$ cat src/rtl/mul_div_pkg.sv
// mul_div_pkg: Funct codes, FSM encoding and Funct decode shared by the mul/div unit and ALU-side decode.
// DIV/DIVU decode as supported only when MULDIV_DIV_EN is defined.
package mul_div_pkg;
    localparam logic [5:0] F_MFHI  = 6'b010000;
    localparam logic [5:0] F_MTHI  = 6'b010001;
    localparam logic [5:0] F_MTLO  = 6'b010011;
    localparam logic [5:0] F_MULT  = 6'b011000;
    localparam logic [5:0] F_MULTU = 6'b011001;
    localparam logic [5:0] F_DIV   = 6'b011010;
    localparam logic [5:0] F_DIVU  = 6'b011011;
    typedef enum logic [1:0] {IDLE, BUSY, DONE} state_t;
    function automatic logic is_muldiv(input logic [5:0] f);
`ifdef MULDIV_DIV_EN
        return f inside {F_MULT, F_MULTU, F_DIV, F_DIVU};
`else
        return f inside {F_MULT, F_MULTU};
`endif
    endfunction
    function automatic logic is_supported(input logic [5:0] f);
        return is_muldiv(f) || f == F_MTHI || f == F_MTLO;
    endfunction
endpackage

$ cat src/rtl/mul_div_iter.sv
// mul_div_iter: radix-2 shift-add multiply / restoring divide on operand magnitudes with final sign fix.
// The divide datapath exists only when MULDIV_DIV_EN is defined.
module mul_div_iter #(
    parameter int WIDTH = 32
) (
    input  logic             clk,
    input  logic             load,
    input  logic             step,
    input  logic             is_unsigned,
`ifdef MULDIV_DIV_EN
    input  logic             is_div,
    output logic             b_zero,
`endif
    input  logic [WIDTH-1:0] a,
    input  logic [WIDTH-1:0] b,
    output logic [WIDTH-1:0] res_hi,
    output logic [WIDTH-1:0] res_lo
);
    localparam int W = WIDTH;
    logic [2*W:0] p, p_nx;
    logic [W-1:0] m, mag_a, mag_b;
    logic [W:0] sum;
    logic [2*W-1:0] prod;
    logic neg_p, div_op;
    assign mag_a = (!is_unsigned && a[W-1]) ? -a : a;
    assign mag_b = (!is_unsigned && b[W-1]) ? -b : b;
`ifdef MULDIV_DIV_EN
    logic [W-1:0] a_q, q, r;
    logic [W:0] diff;
    logic div_q, neg_r, zero_q;
    assign div_op = is_div;
    assign b_zero = div_q && zero_q;
    always_ff @(posedge clk) begin
        if (load) begin
            a_q    <= a;
            div_q  <= is_div;
            neg_r  <= !is_unsigned && a[W-1];
            zero_q <= b == '0;
        end
    end
`else
    assign div_op = 1'b0;
`endif
    // p holds {carry/remainder, product-low/quotient}; m is the multiplicand or divisor magnitude
    always_ff @(posedge clk) begin
        if (load) begin
            neg_p <= !is_unsigned && (a[W-1] ^ b[W-1]);
            m     <= div_op ? mag_b : mag_a;
            p     <= {(W+1)'(0), div_op ? mag_a : mag_b};
        end else if (step)
            p <= p_nx;
    end
    always_comb begin
        sum    = p[2*W:W] + (p[0] ? {1'b0, m} : '0);
        p_nx   = {1'b0, sum, p[W-1:1]};
        prod   = neg_p ? -p_nx[2*W-1:0] : p_nx[2*W-1:0];
        res_hi = prod[2*W-1:W];
        res_lo = prod[W-1:0];
`ifdef MULDIV_DIV_EN
        diff   = p[2*W-1:W-1] - {1'b0, m};
        q      = '0;
        r      = '0;
        if (div_q) begin
            p_nx   = diff[W] ? {p[2*W-1:0], 1'b0} : {diff, p[W-2:0], 1'b1};
            q      = p_nx[W-1:0];
            r      = p_nx[2*W-1:W];
            res_lo = zero_q ? '1 : neg_p ? -q : q;
            res_hi = zero_q ? a_q : neg_r ? -r : r;
        end
`endif
    end
endmodule

$ cat src/rtl/mul_div_control.sv
// mul_div_control: MIPS HI/LO unit -- FSM, iteration counter, HI/LO registers and status pulses.
// MULDIV_DIV_EN enables DIV/DIVU; otherwise they decode as illegal and div_zero is tied low.
module mul_div_control
    import mul_div_pkg::*;
#(
    parameter int WIDTH = 32,
    parameter int CNT_W = $clog2(WIDTH) + 1
) (
    input  logic             clk,
    input  logic             reset_n,
    input  logic             start,
    input  logic [5:0]       Funct,
    input  logic [WIDTH-1:0] A,
    input  logic [WIDTH-1:0] B,
    input  logic             flush,
    output logic             busy,
    output logic             done,
    output logic             illegal,
    output logic             div_zero,
    output logic [WIDTH-1:0] hi,
    output logic [WIDTH-1:0] lo
);
    state_t state, state_nx;
    logic [CNT_W-1:0] cnt;
    logic [WIDTH-1:0] res_hi, res_lo;
    logic req, accept, last, commit;
    assign req    = state == IDLE && start && !flush;
    assign accept = req && is_muldiv(Funct);
    assign last   = cnt == CNT_W'(WIDTH - 1);
    assign commit = state == BUSY && !flush && last;
    assign busy   = state != IDLE;
    assign done   = state == DONE;
    always_comb begin
        state_nx = state == IDLE ? (accept ? BUSY : IDLE)
                 : state == BUSY ? (flush ? IDLE : last ? DONE : BUSY)
                 : IDLE;
    end
    always_ff @(posedge clk) begin
        if (!reset_n) begin
            state   <= IDLE;
            cnt     <= '0;
            hi      <= '0;
            lo      <= '0;
            illegal <= 1'b0;
        end else begin
            state   <= state_nx;
            cnt     <= accept ? '0 : cnt + 1'b1;
            illegal <= req && !is_supported(Funct);
            if (req && Funct == F_MTHI) hi <= A;
            if (req && Funct == F_MTLO) lo <= A;
            if (commit) begin
                hi <= res_hi;
                lo <= res_lo;
            end
        end
    end
`ifdef MULDIV_DIV_EN
    logic b_zero;
    always_ff @(posedge clk) begin
        if (!reset_n) div_zero <= 1'b0;
        else div_zero <= commit && b_zero;
    end
`else
    assign div_zero = 1'b0;
`endif
    mul_div_iter #(.WIDTH(WIDTH)) u_iter (
        .clk         (clk),
        .load        (accept),
        .step        (state == BUSY),
        .is_unsigned (Funct[0]),
`ifdef MULDIV_DIV_EN
        .is_div      (Funct[1]),
        .b_zero      (b_zero),
`endif
        .a           (A),
        .b           (B),
        .res_hi      (res_hi),
        .res_lo      (res_lo)
    );
endmodule

$ cat config.mk
export PLATFORM = sky130hd
export DESIGN_NAME = mul_div_control
export DESIGN_NICKNAME = d
export VERILOG_FILES = /design/src/rtl/mul_div_pkg.sv /design/src/rtl/mul_div_iter.sv /design/src/rtl/mul_div_control.sv
export SDC_FILE = /design/constraint.sdc
export NUM_CORES = 1
export LEC_CHECK = 0
export ABC_AREA = 1
export ABC_CLOCK_PERIOD_IN_PS = 5110
export BUFFER_PORTS_ARGS = -buffer_cell sky130_fd_sc_hd__clkbuf_2
export CORE_ASPECT_RATIO = 0.6
export CORE_MARGIN = 4
export CORE_UTILIZATION = 51
export CTS_BUF_LIST = sky130_fd_sc_hd__clkbuf_4 sky130_fd_sc_hd__clkbuf_8 sky130_fd_sc_hd__clkbuf_16
export CTS_CLUSTER_DIAMETER = 30
export DETAILED_ROUTE_END_ITERATION = 16
export MAX_ROUTING_LAYER = met4
export PLACE_DENSITY = 0.78
export SYNTH_ARGS = -nofsm -noshare
export SYNTH_HDL_FRONTEND = slang
export SYNTH_SLANG_ARGS = --single-unit
$ cat constraint.sdc
create_clock -name clk -period 5.11 [get_ports clk]
set_input_delay 1.022 -clock clk [delete_from_list [all_inputs] [get_ports clk]]
set_output_delay 1.022 -clock clk [all_outputs]
set_load 0.02 [all_outputs]
==> results_dict.tcl <==
set metrics [dict create \
    syn_nets 2151 \
    min-delay-start "cnt[0]$_SDFF_PP0_" \
    via_count 13900 \
    cts-resized-gates 0 \
    ys_ff_latch 170 \
    first_iter_violations 1646 \
    fin_util 0.591 \
    postCtsSetupRepairBufs 0 \
    fmax_ghz 0.288 \
    crit_fanout 32 \
    critPathArrivalTime_ns 3.83 \
    startpoint "u_iter.p[0]$_DFFE_PP_" \
    num_rows 44 \
    min_period_ns 3.47 \
    worstSkewPairLatency_ns 0.46 \
    synth_area_per_cell_um2 6.35 \
    synth_edf_count 65 \
    period_share 0.680 \
    run_status "completed" \
    ys.flop_type "dfxtp_1" \
    start_kind "flop" \
    fin_worst_skew_ns 0.0109 \
    cts_tree "done" \
    crit_cells 22 \
    total_power_uw 4290 \
    power_density_mw_per_mm2 295 \
    drv_cap 0 \
    ir_drop_uv 238 \
    antenna_cells 0 \
    maxSlewHeadroom 0.263 \
    setup_violations 0 \
    critPathCapture "hi[30]$_SDFFE_PN0P_" \
    ys_types 49 \
    clockRootBuffer "clkbuf_16" \
    fp.dieH_um 131 \
    path_buf_inv 4 \
    path_clk_slew_ns 0.07 \
    final_nets 2267 \
    gr-usage-all-layers 0.316 \
    cts.sinks 170 \
    drc 0 \
    antenna_left 0 \
    gp_congestion 1.03 \
    wl_per_cell_um 17.8 \
    grt_pass1_wl_um 67600 \
    yosys-top-cells-area "nand2_1 (19%), dfxtp_1 (16%), edfxtp_1 (15%), inv_1 (7.6%), o21ai_0 (6.5%)" \
    rsz0062_at_grt "false" \
    cpLargestDelayFamily "simple AND/OR/NAND/NOR gates" \
    crit_chain "buf_4 -> nand2_1 -> inv_1 -> ha_1 -> inv_1 -> fa_1 -> inv_1 -> nand3_1 -> nand2_2 -> nand2_1 -> nand2_2 -> nand3_1 -> nand3_1 -> nand2_1 -> nand2_1 -> nand2_1 -> nor2_1 -> nand2_1 -> nand2_1 -> nand3_1 -> nand3_1 -> nand2_1" \
    die_area_mm2 0.0281 \
    finalWirelength_um 44300 \
    fillers 2414 \
    first_global_vias 12500 \
    critPathKind "reg2reg" \
    cts.path.max_buffers 2 \
    die_x_um 214 \
    maxSlewViolCount 0 \
    synthToLayoutAreaGrowth_pct 12.2 \
    r2r_start "u_iter.p[0]$_DFFE_PP_" \
    crit_slowest_cell "fa_1" \
    end_kind "flop" \
    portBuffers 140 \
    crit_required_ns 5.46 \
    grt_max_degree 63 \
    setup-tns-final_ns 0 \
    grt_overflow_total 0 \
    finalHoldViolations 0 \
    tightest_slew_ns 1.10 \
    layout-drive-gt1-share 0.135 \
    first_pass_iters 6 \
    synth_cells 2040 \
    reg2reg_slack_ns 1.64 \
    io_pins 142 \
    hold_class "reg2reg" \
    numCtsBuffers 17 \
    vias_per_cell 5.58 \
    reg2reg_to "hi[30]$_SDFFE_PN0P_" \
    cpMostUsedCell "nand2_1" \
    yosysTopAreaCell "nand2_1" \
    start_util 0.527 \
    critical_path.max_stage_delay_ns 0.37 \
    htreeDepth 4 \
    cts_hold_buf 0 \
    antenna_found_initial 0 \
    yosys.area.top_type_share 0.190 \
    cellLeakagePower_uw 0.00734 \
    synth_area_mm2 0.0130 \
    core-area_mm2 0.0246 \
    ys_seq_area_frac 0.313 \
    hpwl_um 35500 \
    yosys_warnings 0 \
    reg2regPathDepth 22 \
    async_flop_share 0 \
]
[cells in the final DEF, fill, tap and decap left out, drive strengths merged, types with 28 or more instances in the layout]
cell | synthesis | layout
o21ai | 193 | 193
inv | 280 | 284
ha | 36 | 36
clkbuf | 45 | 161
nand3 | 160 | 160
nor2 | 198 | 198
dfxtp | 105 | 105
nand2 | 693 | 693
nor3 | 28 | 28
xor2 | 69 | 69
a21oi | 48 | 48
edfxtp | 65 | 65
[worst min-delay path by stage]
stage,slack [ns],endpoint,cells past startpoint
floorplan,0.42,cnt[0]$_SDFF_PP0_,1
global placement,0.43,cnt[0]$_SDFF_PP0_,1
detailed placement,0.45,cnt[0]$_SDFF_PP0_,1
CTS,0.46,cnt[0]$_SDFF_PP0_,1
global route,0.48,cnt[0]$_SDFF_PP0_,1
finish,0.46,cnt[0]$_SDFF_PP0_,1
[cells in the mapped netlist (26+ instances only)]
master      n
edfxtp_1   65
inv_1     264
nor3_1     26
nand2_2    35
o21ai_0   169
ha_1       36
clkbuf_1   45
xor2_1     69
dfxtp_1   105
nor2_1    168
a21oi_1    47
nand3_1   151
nand2_1   657
[stage by stage]
| stage | hold WS [ns] | cells | cell area, um2 | setup slack, ns |
|---|---|---|---|---|
| 2_1_floorplan | 0.418 | 2040 | 13000 | 1.87 |
| 6_report | 0.462 | 2491 | 14500 | 1.64 |
| 5_1_grt | 0.479 | 2491 | 14500 | 1.36 |
| 3_5_place_dp | 0.447 | 2459 | 13900 | 1.56 |
| 4_1_cts | 0.459 | 2491 | 14500 | 1.74 |
| 3_3_place_gp | 0.429 | 2459 | 13900 | 1.60 |
[logic make-up after synthesis]
kind of cell / Yosys count / synth area share
AOI/OAI and AO/OA: 264 / 0.108
DFF: 170 / 0.313
and+or+nand+nor: 1134 / 0.379
xor gates and xnor gates: 94 / 0.0635
other: 1 / 0.000289
adders and majority gates: 37 / 0.0363
buffers and inverters: 340 / 0.0999
[flip-flops by register name (all words and copies together), names as in the netlist]
register and cells:
cnt 6, illegal 1, u_iter.neg_p 1, hi 32, u_iter.m 32, state 2, lo 32, u_iter.p 64
[area by class of cell]
cell class,instances,area [um2],share of cell area
multi-input cells,1530,7620,0.524
flip-flops and latches,170,4050,0.279
inverters,283,1060,0.0731
repair buffers,154,806,0.0554
clock buffers,21,514,0.0354
well taps,322,403,0.0277
clock inverters,11,77.6,0.00534
[layer usage]
layer	part of all wire	wire length, um	track usage	up-vias
met5	0	0	-	-
met4	0.020	888	0.0771	0
met3	0.13	5830	0.103	80
met2	0.39	17500	0.416	755
met1	0.45	20100	0.463	6332
li1	-	-	-	6743
[report_power, final]
group	internal, uW	switching, uW	leakage (uW)	total [uW]
registers	1490	49.6	0.00144	1540
clock network	724	594	0.000294	1320
logic	428	1000	0.00560	1430
Power figures use the tool's default switching activity.
